### config.mk
export PLATFORM = sky130hd
export DESIGN_NAME = cub_mult_share_flat
export DESIGN_NICKNAME = d
export VERILOG_FILES = /design/src/rtl/cub_mult_share_if.sv /design/src/rtl/cub_mult_share.sv /design/src/flat_wrapper.sv
export SDC_FILE = /design/constraint.sdc
export NUM_CORES = 2
export LEC_CHECK = 0
export BUFFER_PORTS_ARGS = -buffer_cell sky130_fd_sc_hd__buf_2
export CORE_MARGIN = 10
export CORE_UTILIZATION = 50
export CTS_CLUSTER_DIAMETER = 50
export DETAILED_ROUTE_END_ITERATION = 10
export PLACE_DENSITY = 0.69
export REMOVE_ABC_BUFFERS = 1
export SYNTH_ARGS = -nofsm -noshare
export SYNTH_HDL_FRONTEND = slang
export SYNTH_SLANG_ARGS = --single-unit
### constraint.sdc
create_clock -name clk -period 21.1 [get_ports clk]
set_clock_uncertainty 0.15 [all_clocks]
set_input_delay 4.22 -clock clk [delete_from_list [all_inputs] [get_ports clk]]
set_output_delay 4.22 -clock clk [all_outputs]
set_load 0.03 [all_outputs]
### src/rtl/cub_mult_share_if.sv
// rtl/cub_mult_share_if.sv - activation and ALU request/response signals for cub_mult_share
interface cub_mult_share_if #(
    parameter int MCAND_W = 33,
    parameter int MPLR_W  = 17,
    parameter int PDT_W   = MCAND_W + MPLR_W
);
    logic                      prelu_mult_en;
    logic signed [MCAND_W-1:0] prelu_mult_multiplicand;
    logic signed [MPLR_W-1:0]  prelu_mult_multiplier;
    logic signed [PDT_W-1:0]   prelu_mult_product;
    logic                      prelu_mult_pdt_valid;

    logic                      alu_mul_req_valid;
    logic                      alu_mul_req_ready;
    logic signed [MCAND_W-1:0] alu_mul_a;
    logic signed [MPLR_W-1:0]  alu_mul_b;
    logic                      alu_mul_rsp_valid;
    logic                      alu_mul_rsp_ready;
    logic signed [PDT_W-1:0]   alu_mul_rsp_data;
    logic [15:0]               alu_mul_stall_cnt;

    modport master (
        output prelu_mult_en, prelu_mult_multiplicand, prelu_mult_multiplier,
        input  prelu_mult_product, prelu_mult_pdt_valid,
        output alu_mul_req_valid, alu_mul_a, alu_mul_b, alu_mul_rsp_ready,
        input  alu_mul_req_ready, alu_mul_rsp_valid, alu_mul_rsp_data, alu_mul_stall_cnt
    );

    modport slave (
        input  prelu_mult_en, prelu_mult_multiplicand, prelu_mult_multiplier,
        output prelu_mult_product, prelu_mult_pdt_valid,
        input  alu_mul_req_valid, alu_mul_a, alu_mul_b, alu_mul_rsp_ready,
        output alu_mul_req_ready, alu_mul_rsp_valid, alu_mul_rsp_data, alu_mul_stall_cnt
    );
endinterface

### src/rtl/cub_mult_share.sv
// rtl/cub_mult_share.sv - shared signed multiplier, activation first, ALU on idle cycles
// Optional stall counter enabled by defining CUB_MULT_PERF_CNT_EN.
module cub_mult_share #(
    parameter int MCAND_W = 33,
    parameter int MPLR_W  = 17,
    parameter int PDT_W   = MCAND_W + MPLR_W
) (
    input  logic             clk,
    input  logic             rst,
    cub_mult_share_if.slave  bus
);
    logic signed [PDT_W-1:0]   pdt_q, pdt_d;
    logic                      pdt_valid_q, pdt_valid_d;
    logic                      inflight_q, inflight_d;
    logic [PDT_W-1:0]          fifo_mem_q [2];
    logic [PDT_W-1:0]          fifo_mem_d [2];
    logic                      wr_ptr_q, wr_ptr_d;
    logic                      rd_ptr_q, rd_ptr_d;
    logic [1:0]                fifo_cnt_q, fifo_cnt_d;

    logic [1:0]                occ;
    logic                      alu_grant;
    logic                      push;
    logic                      pop;
    logic                      rsp_valid;
    logic signed [MCAND_W-1:0] op_a;
    logic signed [MPLR_W-1:0]  op_b;

    // Credits cover both buffered results and the product still in pdt_q.
    assign occ       = fifo_cnt_q + {1'b0, inflight_q};
    assign alu_grant = bus.alu_mul_req_valid & ~bus.prelu_mult_en & (occ < 2'd2);
    assign rsp_valid = (fifo_cnt_q != 2'd0);
    assign push      = inflight_q;
    assign pop       = rsp_valid & bus.alu_mul_rsp_ready;

    always_comb begin
        op_a        = bus.alu_mul_a;
        op_b        = bus.alu_mul_b;
        pdt_d       = pdt_q;
        pdt_valid_d = bus.prelu_mult_en;
        inflight_d  = alu_grant;
        if (bus.prelu_mult_en) begin
            op_a = bus.prelu_mult_multiplicand;
            op_b = bus.prelu_mult_multiplier;
        end
        if (bus.prelu_mult_en || alu_grant) begin
            pdt_d = PDT_W'(op_a) * PDT_W'(op_b);
        end
    end

    always_comb begin
        fifo_mem_d = fifo_mem_q;
        wr_ptr_d   = wr_ptr_q;
        rd_ptr_d   = rd_ptr_q;
        fifo_cnt_d = fifo_cnt_q;
        if (push) begin
            fifo_mem_d[wr_ptr_q] = pdt_q;
            wr_ptr_d             = ~wr_ptr_q;
        end
        if (pop) begin
            rd_ptr_d = ~rd_ptr_q;
        end
        case ({push, pop})
            2'b10:   fifo_cnt_d = fifo_cnt_q + 2'd1;
            2'b01:   fifo_cnt_d = fifo_cnt_q - 2'd1;
            default: fifo_cnt_d = fifo_cnt_q;
        endcase
    end

    always_ff @(posedge clk) begin
        if (rst) begin
            pdt_q       <= '0;
            pdt_valid_q <= 1'b0;
            inflight_q  <= 1'b0;
            fifo_mem_q  <= '{default: '0};
            wr_ptr_q    <= 1'b0;
            rd_ptr_q    <= 1'b0;
            fifo_cnt_q  <= 2'd0;
        end else begin
            pdt_q       <= pdt_d;
            pdt_valid_q <= pdt_valid_d;
            inflight_q  <= inflight_d;
            fifo_mem_q  <= fifo_mem_d;
            wr_ptr_q    <= wr_ptr_d;
            rd_ptr_q    <= rd_ptr_d;
            fifo_cnt_q  <= fifo_cnt_d;
        end
    end

    assign bus.prelu_mult_product   = pdt_q;
    assign bus.prelu_mult_pdt_valid = pdt_valid_q;
    assign bus.alu_mul_req_ready    = alu_grant;
    assign bus.alu_mul_rsp_valid    = rsp_valid;
    assign bus.alu_mul_rsp_data     = fifo_mem_q[rd_ptr_q];

`ifdef CUB_MULT_PERF_CNT_EN
    logic [15:0] stall_cnt_q, stall_cnt_d;

    always_comb begin
        stall_cnt_d = stall_cnt_q;
        if (bus.alu_mul_req_valid && !alu_grant && (stall_cnt_q != 16'hFFFF)) begin
            stall_cnt_d = stall_cnt_q + 16'd1;
        end
    end

    always_ff @(posedge clk) begin
        if (rst) begin
            stall_cnt_q <= 16'h0000;
        end else begin
            stall_cnt_q <= stall_cnt_d;
        end
    end

    assign bus.alu_mul_stall_cnt = stall_cnt_q;
`else
    assign bus.alu_mul_stall_cnt = 16'h0000;
`endif
endmodule

### src/flat_wrapper.sv
// flat-port wrapper written by rule: the top's interface ports become plain ports
module cub_mult_share_flat 
#(
    parameter int MCAND_W = 33,
    parameter int MPLR_W  = 17,
    parameter int PDT_W   = MCAND_W + MPLR_W
)
  (clk, rst, bus_prelu_mult_en, bus_prelu_mult_multiplicand, bus_prelu_mult_multiplier, bus_prelu_mult_product, bus_prelu_mult_pdt_valid, bus_alu_mul_req_valid, bus_alu_mul_a, bus_alu_mul_b, bus_alu_mul_rsp_ready, bus_alu_mul_req_ready, bus_alu_mul_rsp_valid, bus_alu_mul_rsp_data, bus_alu_mul_stall_cnt);
  cub_mult_share_if #(.MCAND_W(MCAND_W), .MPLR_W(MPLR_W), .PDT_W(PDT_W)) bus_i ();
  input  logic clk;
  input  logic rst;
  input wire logic [$bits(bus_i.prelu_mult_en)-1:0] bus_prelu_mult_en;
  input wire logic [$bits(bus_i.prelu_mult_multiplicand)-1:0] bus_prelu_mult_multiplicand;
  input wire logic [$bits(bus_i.prelu_mult_multiplier)-1:0] bus_prelu_mult_multiplier;
  output wire logic [$bits(bus_i.prelu_mult_product)-1:0] bus_prelu_mult_product;
  output wire logic [$bits(bus_i.prelu_mult_pdt_valid)-1:0] bus_prelu_mult_pdt_valid;
  input wire logic [$bits(bus_i.alu_mul_req_valid)-1:0] bus_alu_mul_req_valid;
  input wire logic [$bits(bus_i.alu_mul_a)-1:0] bus_alu_mul_a;
  input wire logic [$bits(bus_i.alu_mul_b)-1:0] bus_alu_mul_b;
  input wire logic [$bits(bus_i.alu_mul_rsp_ready)-1:0] bus_alu_mul_rsp_ready;
  output wire logic [$bits(bus_i.alu_mul_req_ready)-1:0] bus_alu_mul_req_ready;
  output wire logic [$bits(bus_i.alu_mul_rsp_valid)-1:0] bus_alu_mul_rsp_valid;
  output wire logic [$bits(bus_i.alu_mul_rsp_data)-1:0] bus_alu_mul_rsp_data;
  output wire logic [$bits(bus_i.alu_mul_stall_cnt)-1:0] bus_alu_mul_stall_cnt;
  assign bus_i.prelu_mult_en = bus_prelu_mult_en;
  assign bus_i.prelu_mult_multiplicand = bus_prelu_mult_multiplicand;
  assign bus_i.prelu_mult_multiplier = bus_prelu_mult_multiplier;
  assign bus_prelu_mult_product = bus_i.prelu_mult_product;
  assign bus_prelu_mult_pdt_valid = bus_i.prelu_mult_pdt_valid;
  assign bus_i.alu_mul_req_valid = bus_alu_mul_req_valid;
  assign bus_i.alu_mul_a = bus_alu_mul_a;
  assign bus_i.alu_mul_b = bus_alu_mul_b;
  assign bus_i.alu_mul_rsp_ready = bus_alu_mul_rsp_ready;
  assign bus_alu_mul_req_ready = bus_i.alu_mul_req_ready;
  assign bus_alu_mul_rsp_valid = bus_i.alu_mul_rsp_valid;
  assign bus_alu_mul_rsp_data = bus_i.alu_mul_rsp_data;
  assign bus_alu_mul_stall_cnt = bus_i.alu_mul_stall_cnt;
  cub_mult_share #(.MCAND_W(MCAND_W), .MPLR_W(MPLR_W), .PDT_W(PDT_W)) u_core (.clk(clk), .rst(rst), .bus(bus_i));
endmodule
==> reports/results.tsv <==
stage	metric	value	unit
clock_tree	cts.repair.resized	0	
floorplanning	fp.dieW	247	um
synth	ys.flop_type	dfxtp_1	
synth	synth_edf_count	0	
synth	synth-seq-area-share	12.1	%
clock_tree	cts_root_buffer	clkbuf_16	
min_path	hold_path.class	reg -> reg	
drt	wl_per_cell	20.9	um
timing	hold_violations	0	
synth	syn_area_per_cell	8.61	um^2
timing	min_period	12.78	ns
critical_path	cp.arrival	12.96	ns
clock_tree	cts_made_buffers	17	
timing	post-route-period-util	60.6	%
critical_path	rr_endpoint	u_core.bus.prelu_mult_product[42]	
timing	setup_tns	0	ns
critical_path	reg2reg_slack	17.99	ns
run	max_cap_viol_count	1	
grt	grt_overflow_total	0	
critical_path	startpoint_type	input pin	
timing	worst_slew_pin_slew	1.46	ns
synth	synth_cell_types	64	
clock_tree	htreeDepth	4	
timing	max-slew-margin-rel	-0.227	%
placed_design	placed_area	0.0274	mm^2
drt	vias	21135	
outcome	violations	capacitance limit, slew limit	
synth	synthTopCellsByCount	nand2_1 (584), fa_1 (536), inv_1 (536)	
critical_path	cp-end-kind	flip-flop	
layout	layout-drive-gt1-share	12.2	%
floorplanning	num_io_pins	224	
min_path	hold_depth	2	
timing	final_max_slew_viol_count	1	
critical_path	crit_required	21.28	ns
synth	synth.cell_area	0.0258	mm^2
layout	final_area	0.0279	mm^2
min_path	hold_start	u_core.fifo_mem_q[9]	
drt	via_per_inst	5.56	
clock_tree	cts_tree	yes	
placed_design	gp_congestion	0.977	
grt	grt_pass1_wl	125	mm
timing	rsz0062_at_grt	false	
synth	synth.top_cell.area_share	41.5	%
clock_tree	ctsHoldBuffers	0	
synth	synth_async_sr_flop_share	0	%
layout	diodes	0	
floorplanning	initial_utilization	50.5	%
critical_path	reg2reg_depth	8	
critical_path	r2r_start	u_core.fifo_cnt_q[0]	
floorplanning	die_area	0.0612	mm^2
grt	first_global_vias	23126	
drt	ant_nets	0	
floorplanning	die_h	247	um
clock_tree	clk_latency	0.42	ns
min_path	holdPathEnd	u_core.fifo_mem_q[9]	
drt	dr.first_iter.drc_count	1510	
synth	synth_area_leaders	fa_1 (42%), dfxtp_1 (12%), nand2_1 (8.5%)	
synth	synth_most_common_cell	nand2_1	
clock_tree	clk_pin_slew	0.06	ns
drt	drt-pass1-iter-count	5	
floorplanning	core	0.0512	mm^2
critical_path	path_class	in -> reg	
clock_tree	cts.sink_count	156	
synth	ys_warn_count	0	
layout	fin_nets	3867	
timing	setup_viol	0	
clock_tree	cts_setup_buffers	0	
synth	netlist_instances	3001	
timing	fmax	0.0782	GHz
floorplanning	row_count	83	
grt	grt_max_degree	76	
clock_tree	clk_path_buf_depth	2	
critical_path	path_max_fanout	53	
drt	routed_wl	79.3	mm
synth	ys_seq_elements	156	
grt	antenna_found_initial	0	
synth	synth_top_area_cell	fa_1	
critical_path	crit_start	bus_prelu_mult_en	
grt	grt_usage	26.3	%
placed_design	dp_hpwl	64.4	mm
layout	layout-area-overhead-vs-synth	8.08	%
placed_design	port_buffers	207	
timing	setup_ws	8.32	ns
placed_design	pre_cts_ws	8.01	ns
drt	drc	0	
outcome	status	complete, but fails checks	
registers in the layout (all words and copies together), names as in the netlist:
register	flops
u_core.fifo_cnt_q	2
u_core.rd_ptr_q	1
u_core.bus.prelu_mult_pdt_valid	1
u_core.bus.prelu_mult_product	50
u_core.fifo_mem_q	100
u_core.inflight_q	1
u_core.wr_ptr_q	1
through the flow:
stage	cells	hold slack, ns	utilization, %
floorplan	2860	0.277	-
global placement	3769	0.287	53.4
detailed placement	3769	0.293	53.4
CTS	3801	0.303	54.5
global route	3801	0.314	54.5
finish	3801	0.301	54.5
critical path, stage by stage:
cell	delay [ns]
buf_4	0.57
buf_4	0.76
mux2i_1	1.25
nor2_1	0.17
fa_1	0.57
inv_1	0.06
fa_1	0.52
inv_1	0.05
fa_1	0.49
fa_1	0.43
fa_1	0.49
inv_1	0.05
fa_1	0.47
inv_1	0.04
ha_1	0.46
nand4_1	0.24
or3_1	0.43
a211oi_1	0.33
nor2_1	0.17
o21bai_1	0.30
a31oi_1	0.15
or3_1	0.39
a311oi_1	0.26
cell type report:
class,count,area [um^2]
Fill cell,4758,23300
Multi-Input combinational cell,2167,20200
Sequential cell,156,3120
Inverter,537,2020
Timing Repair Buffer,229,1210
Tap cell,680,851
Clock buffer,20,437
Clock inverter,12,116
worst max-delay path by stage:
stage	end	cells past startpoint	slack [ns]
3_3_place_gp	u_core.bus.prelu_mult_product[39]	24	8.28
4_1_cts	u_core.bus.prelu_mult_product[49]	23	8.46
5_1_grt	u_core.bus.prelu_mult_product[49]	22	7.95
6_report	u_core.bus.prelu_mult_product[49]	23	8.32
2_1_floorplan	u_core.bus.prelu_mult_product[46]	20	9.91
3_5_place_dp	u_core.bus.prelu_mult_product[49]	23	8.01
metal layers:
| metal | wire (um) | GRT usage, % |
|---|---|---|
| met1 | 29400 | 30.4 |
| met2 | 39700 | 46.6 |
| met3 | 5850 | 4.65 |
| met4 | 4290 | 12.5 |
| met5 | 0 | 0 |
cells by family after synthesis:
logic type / synth area share, %
mux: 6.21
buf+inv: 10.3
simple gates: 15.6
compound gates: 7.01
xor+xnor: 1.53
flops: 12.1
other cells: 0.0145
fa+ha+maj: 47.3
cells in the final DEF (no fill, tap or decap), drive strengths merged, types with 5 or more instances in the layout:
master,synthesis,final
a211oi,15,15
a21o,21,21
a21oi,175,175
a31oi,10,10
and2,7,7
and3,7,7
and4,6,6
buf,42,229
clkbuf,114,20
clkinv,1,8
conb,1,16
dfxtp,156,156
fa,536,536
ha,118,118
inv,536,538
mux2,98,98
mux2i,50,50
nand2,584,584
nand2b,8,8
nand3,16,16
nand4,11,11
nor2,316,316
nor2b,8,8
nor3,16,16
o21a,5,5
o21ai,32,32
o21bai,7,7
o31ai,6,6
or3,5,5
xnor2,31,31
xor2,14,14
Power is left out: the tool's default activity adds up to more than one toggle a clock period on the data nets, which glitch-free logic cannot reach.
